**config.mk**
```make
export PLATFORM = sky130hd
export DESIGN_NAME = damage_calc
export DESIGN_NICKNAME = d
export VERILOG_FILES = /design/src/rtl/damage_calc_pkg.sv /design/src/rtl/damage_calc_unit.sv /design/src/rtl/damage_calc.sv
export SDC_FILE = /design/constraint.sdc
export NUM_CORES = 1
export LEC_CHECK = 0
export ABC_AREA = 1
export BUFFER_PORTS_ARGS = -buffer_cell sky130_fd_sc_hd__buf_2
export CAP_MARGIN = 0
export CORE_UTILIZATION = 40
export DETAILED_ROUTE_END_ITERATION = 16
export PLACE_DENSITY = 0.69
export SYNTH_ARGS = -nofsm -noshare
export SYNTH_HDL_FRONTEND = slang
export SYNTH_HIERARCHICAL = 1
export SYNTH_SLANG_ARGS = --single-unit
```
**constraint.sdc**
```tcl
create_clock -name clk -period 2.5 [get_ports clk]
set_input_delay 0.75 -clock clk [delete_from_list [all_inputs] [get_ports clk]]
set_output_delay 0.75 -clock clk [all_outputs]
set_load 0.02 [all_outputs]
```
**src/rtl/damage_calc_pkg.sv**
```systemverilog
// Shared definitions for the lane damage calculator.
// Holds the FSM state encoding, the default LANES/DW/TW sizes and the
// minimum "chip" damage applied when an attack does not beat the defense.
package damage_calc_pkg;

  localparam int LANES_DEF  = 8;
  localparam int DW_DEF     = 8;
  localparam int TW_DEF     = 16;
  localparam int MIN_DAMAGE = 1;

  typedef enum logic [2:0] {
    IDLE  = 3'd0,
    READ  = 3'd1,
    CALC  = 3'd2,
    WRITE = 3'd3,
    DONE  = 3'd4
  } state_t;

endpackage

```
**src/rtl/damage_calc_unit.sv**
```systemverilog
// Combinational damage rule for one attack direction.
// Ports:
//   atk, def           attacker attack / defender defense (DW bits)
//   atkValid, defValid living front unit present on each side
//   dmg                resulting damage (DW bits)
// An attack of zero or a missing unit on either side deals nothing;
// otherwise the defender takes atk-def, but never less than MIN_DAMAGE.
module damage_unit
  import damage_calc_pkg::*;
#(
  parameter int DW = DW_DEF
) (
  input  logic [DW-1:0] atk,
  input  logic [DW-1:0] def,
  input  logic          atkValid,
  input  logic          defValid,
  output logic [DW-1:0] dmg
);

  always_comb begin
    dmg = '0;
    if (atkValid && defValid && (atk != '0)) begin
      if (atk > def) dmg = atk - def;
      else           dmg = DW'(MIN_DAMAGE);
    end
  end

endmodule

```
**src/rtl/damage_calc.sv**
```systemverilog
// Lane-by-lane battle damage calculator.
// On start, scans every lane in ascending order: READ requests the lane
// entry, CALC registers both damage values, WRITE emits them and folds them
// into saturating per-side totals. DONE holds the totals until ack.
// Ports:
//   clk, reset                  clock, asynchronous active-high reset
//   start, ack                  pass request / release of DONE
//   busy, done                  status (busy outside IDLE, done in DONE)
//   rdEn, rdAddr                lane-table read request and lane index
//   pAtk, pDef, eAtk, eDef      lane unit stats, valid one cycle after rdEn
//   pValid, eValid              lane has a living player / enemy unit
//   wrEn, wrAddr                per-lane result strobe and lane index
//   dmgToEnemy, dmgToPlayer     per-lane damage, qualified by wrEn
//   totToEnemy, totToPlayer     accumulated pass totals
module damage_calc
  import damage_calc_pkg::*;
#(
  parameter int LANES = LANES_DEF,
  parameter int DW    = DW_DEF,
  parameter int TW    = TW_DEF
) (
  input  logic                     clk,
  input  logic                     reset,
  input  logic                     start,
  input  logic                     ack,
  output logic                     busy,
  output logic                     done,
  output logic                     rdEn,
  output logic [$clog2(LANES)-1:0] rdAddr,
  input  logic [DW-1:0]            pAtk,
  input  logic [DW-1:0]            pDef,
  input  logic [DW-1:0]            eAtk,
  input  logic [DW-1:0]            eDef,
  input  logic                     pValid,
  input  logic                     eValid,
  output logic                     wrEn,
  output logic [$clog2(LANES)-1:0] wrAddr,
  output logic [DW-1:0]            dmgToEnemy,
  output logic [DW-1:0]            dmgToPlayer,
  output logic [TW-1:0]            totToEnemy,
  output logic [TW-1:0]            totToPlayer
);

  localparam int AW = $clog2(LANES);
  localparam logic [AW-1:0] LAST_LANE = AW'(LANES - 1);

  state_t          state, nextState;
  logic [AW-1:0]   lane;
  logic [DW-1:0]   dmgEnemy_p0, dmgPlayer_p0;
  logic [DW-1:0]   dmgEnemy_p1, dmgPlayer_p1;

  // Totals clamp at all-ones instead of wrapping.
  function automatic logic [TW-1:0] satAdd(input logic [TW-1:0] tot,
                                           input logic [DW-1:0] d);
    logic [TW:0] sum;
    sum = {1'b0, tot} + {{(TW + 1 - DW){1'b0}}, d};
    return sum[TW] ? {TW{1'b1}} : sum[TW-1:0];
  endfunction

  damage_unit #(.DW(DW)) toEnemyUnit (
    .atk      (pAtk),
    .def      (eDef),
    .atkValid (pValid),
    .defValid (eValid),
    .dmg      (dmgEnemy_p0)
  );

  damage_unit #(.DW(DW)) toPlayerUnit (
    .atk      (eAtk),
    .def      (pDef),
    .atkValid (eValid),
    .defValid (pValid),
    .dmg      (dmgPlayer_p0)
  );

  always_comb begin
    nextState = state;
    case (state)
      IDLE:    if (start) nextState = READ;
      READ:    nextState = CALC;
      CALC:    nextState = WRITE;
      WRITE:   nextState = (lane == LAST_LANE) ? DONE : READ;
      DONE:    if (ack) nextState = IDLE;
      default: nextState = IDLE;
    endcase
  end

  always_comb begin
    busy        = (state != IDLE);
    done        = (state == DONE);
    rdEn        = (state == READ);
    wrEn        = (state == WRITE);
    rdAddr      = rdEn ? lane : '0;
    wrAddr      = wrEn ? lane : '0;
    dmgToEnemy  = dmgEnemy_p1;
    dmgToPlayer = dmgPlayer_p1;
  end

  always_ff @(posedge clk or posedge reset) begin
    if (reset) begin
      state        <= IDLE;
      lane         <= '0;
      dmgEnemy_p1  <= '0;
      dmgPlayer_p1 <= '0;
      totToEnemy   <= '0;
      totToPlayer  <= '0;
    end else begin
      state <= nextState;
      case (state)
        IDLE: begin
          if (start) begin
            lane        <= '0;
            totToEnemy  <= '0;
            totToPlayer <= '0;
          end
        end
        // p0 -> p1: lane data arrives during CALC and is captured here
        CALC: begin
          dmgEnemy_p1  <= dmgEnemy_p0;
          dmgPlayer_p1 <= dmgPlayer_p0;
        end
        // p1 -> totals: fold the written damages into the pass totals
        WRITE: begin
          totToEnemy  <= satAdd(totToEnemy, dmgEnemy_p1);
          totToPlayer <= satAdd(totToPlayer, dmgPlayer_p1);
          if (lane != LAST_LANE) lane <= lane + 1'b1;
        end
        default: ;
      endcase
    end
  end

endmodule

```
==> impl_results.md <==
- Outcome: finished clean
- Starting Density: 0.410
- Seq. cell area: 0.00135 mm^2
- Post-synth top area share: 0.288
- Vias/cell: 4.63
- IO buf count: 95
- Final nets: 866
- Number of flops mapped to enable cells by yosys: 0
- Min cycle time layout: 2310 ps
- Area contributors post-synth: dfrtp_1 29%, nand2_1 20%, inv_1 9.5%
- CTS HTree Levels: 2
- Critical Path Source Type: register
- Pleak: 0.00343 uW
- HP Class: primary input to asynchronous set/reset pin
- Area of the multi-input gates: 0.00281 mm^2
- Final Hold Vio Count: 0
- Fin cells: 934
- I/O pin total: 96
- Count of warnings emitted by yosys: 6
- Post-CTS Setup Inserts: 0
- RR Endpoint: totToEnemy[14]
- GP Congestion: 0.849
- RSZ-0062 raised after global routing: no
- Reg-to-Reg Start: dmgToEnemy[0]
- First-pass GRT wire length: 18.9 mm
- Root Buffer Master: clkbuf_16
- Number of global-route vias before repair: 4033
- Detailed Route WL: 10.8 mm
- Setup TNS: 0 ps
- Commonest cells post-synth: 246 x nand2_1, 118 x inv_1, 56 x nor2_1
- Slew @ Worst Pin: 521 ps
- Avg Cell Area, Syn: 6.75 um^2
- Dpl hpwl: 8.43 mm
- Reg2reg setup slack: 310 ps
- Worst hold margin: 475 ps
- Place WS: 49.1 ps
- Worst EP required: 1750 ps
- Avg WL per Cell: 11.6 um
- Area of placed instances: 0.00530 mm^2
- Finished Cell Area: 0.00547 mm^2
- Area leader, netlist: dfrtp_1
- Slew Viols, Final: 0
- Flops & latches, synth: 54
- Post-route ant nets: 0
- Cts bufs inserted: 5
- Setup-failing EPs final: 0
- Total Routing Usage GR: 0.196
- Fraction of registers with async set/reset: 1.00
- 1st-iter DRT viols: 161
- Antenna cells: 0
- Post-CTS sizing: 0
- Fmax: 434 MHz
- # fillers: 1243
- Share of post-route cells with drive strength above 1: 0.201
- Skew final: 4.64 ps
- CP max FO: 12
- Kind of critical path: register to output pin
- Register area share after synthesis: 0.288
- Overflow after GRT: 0
- Top_reg_cell synth: dfrtp_1
- Crit path arrival time: 1560 ps
- Syn Inst Count: 694
- Area grow syn2layout: 16.8%
- Top-count cell post-synth: nand2_1
- Nature of the critical path endpoint: output pin
- Synth Net Count: 770
- Dpl cells: 926
- Initial antenna violation count: 0
- Post-CTS Hold Buffers: 0
- PD cells: 773 mW/mm^2
- Rows: 39
- Peak supply drop: 0.326 mV
- CORE AREA: 0.0114 mm^2
- Final WS setup: 194 ps
- Normalized max-slew margin: 0.652
- Worst Reg2Reg Path Length in Cells: 10
- Max-cap violations: 0
- Crit path launch: state[2]
- Clock Sink Count: 54
- First-pass iteration count of the detailed router: 4
- Die X-Extent: 110 um
- Netlist cell types: 34
- Vias: 4326
- Crit path to: wrAddr[1]
- CTS Buffer Depth: 2
- Die height: 110 um
- Worst skew pair latency: 290 ps
- DRC violations left: 0
- Die area: 0.0121 mm^2
- Final period util: 0.922
- Clock transition at the registers of the reported paths: 70 ps
- CTS tree: yes
- Largest net degree at the start of global routing: 35
- Cell area after synthesis: 0.00468 mm^2
-- worst max-delay path, stage by stage (launching register included) --
cell     delay [ps]
dfrtp_1         410
inv_1           130
nand3_2         260
nor2_1          250
buf_2           200
-- layer usage --
layer	vias up	routed length, um	GRT usage	part of all wire
met2	77	4810	0.317	0.44
met3	8	378	0.0294	0.035
li1	2342	-	-	-
met4	0	127	0.0395	0.012
met1	1899	5520	0.276	0.51
met5	-	0	0	0
-- placed cells by master, fill, tap and decap left out, types with 2 or more instances in the layout --
| cell type | Yosys | layout |
|---|---|---|
| inv_1 | 118 | 117 |
| mux2_2 | 16 | 16 |
| nand2_2 | 10 | 10 |
| nor3_1 | 4 | 4 |
| nand2_4 | 2 | 2 |
| xor2_1 | 10 | 10 |
| a21oi_1 | 11 | 11 |
| fa_1 | 4 | 4 |
| clkbuf_16 | 0 | 5 |
| inv_2 | 5 | 6 |
| nand3b_1 | 4 | 4 |
| clkinv_2 | 0 | 2 |
| or2_2 | 2 | 2 |
| nand3_2 | 10 | 11 |
| xnor2_1 | 7 | 7 |
| nand4_1 | 9 | 9 |
| nand3_1 | 54 | 53 |
| nand2_1 | 246 | 246 |
| o21ai_0 | 18 | 18 |
| ha_1 | 34 | 34 |
| buf_2 | 3 | 95 |
| nor2_1 | 56 | 56 |
| dfrtp_1 | 54 | 54 |
| nor2_4 | 2 | 2 |
-- logic make-up (layout without fill, tap and decap cells) --
| family | count (synthesis) | count (layout) | synth area share |
|---|---|---|---|
| AO/OA/AOI/OAI | 36 | 36 | 0.0449 |
| XOR/XNOR | 17 | 17 | 0.0318 |
| adder cells (fa/ha/maj) | 38 | 38 | 0.108 |
| buffers and inverters | 131 | 228 | 0.112 |
| flip-flops | 54 | 54 | 0.288 |
| multiplexers | 16 | 16 | 0.0385 |
| AND/OR/NAND/NOR | 402 | 402 | 0.376 |
-- area by class of cell --
class                   count  area share
clock buffers               5      0.0229
repair buffers             97      0.0919
clock inverters             3     0.00732
multi-input cells         509       0.514
inverters                 123      0.0844
flip-flops and latches     54       0.247
well taps                 143      0.0327
-- stage by stage --
stage                      util  power (uW)
after floorplan               -        2890
after global placement    0.464        3440
after detailed placement  0.464        3460
after CTS                 0.479        4280
after global routing      0.479        4610
final                     0.479        4230
-- how the worst min path moves through the flow --
stage	start	endpoint	slack, ps	cells after the start
global placement	totToPlayer[0]	totToPlayer[0]	500	2
floorplan	lane[1]	lane[1]	550	2
CTS	reset	totToPlayer[13]	500	2
finish	reset	totToPlayer[13]	480	2
global route	reset	totToPlayer[13]	530	2
detailed placement	totToPlayer[0]	totToPlayer[0]	500	2
-- power by group --
group | internal, uW | switching, uW | total [uW]
combinational | 732 | 1300 | 2040
clock | 470 | 330 | 800
sequential | 1100 | 289 | 1390
total | 2310 | 1920 | 4230
-- sequential cells by signal (all words and copies together), names as in the netlist --
signal,cells
totToPlayer,16
totToEnemy,16
dmgToEnemy,8
dmgToPlayer,8
state,3
lane,3
No activity file was read; power rests on OpenSTA's default activity.
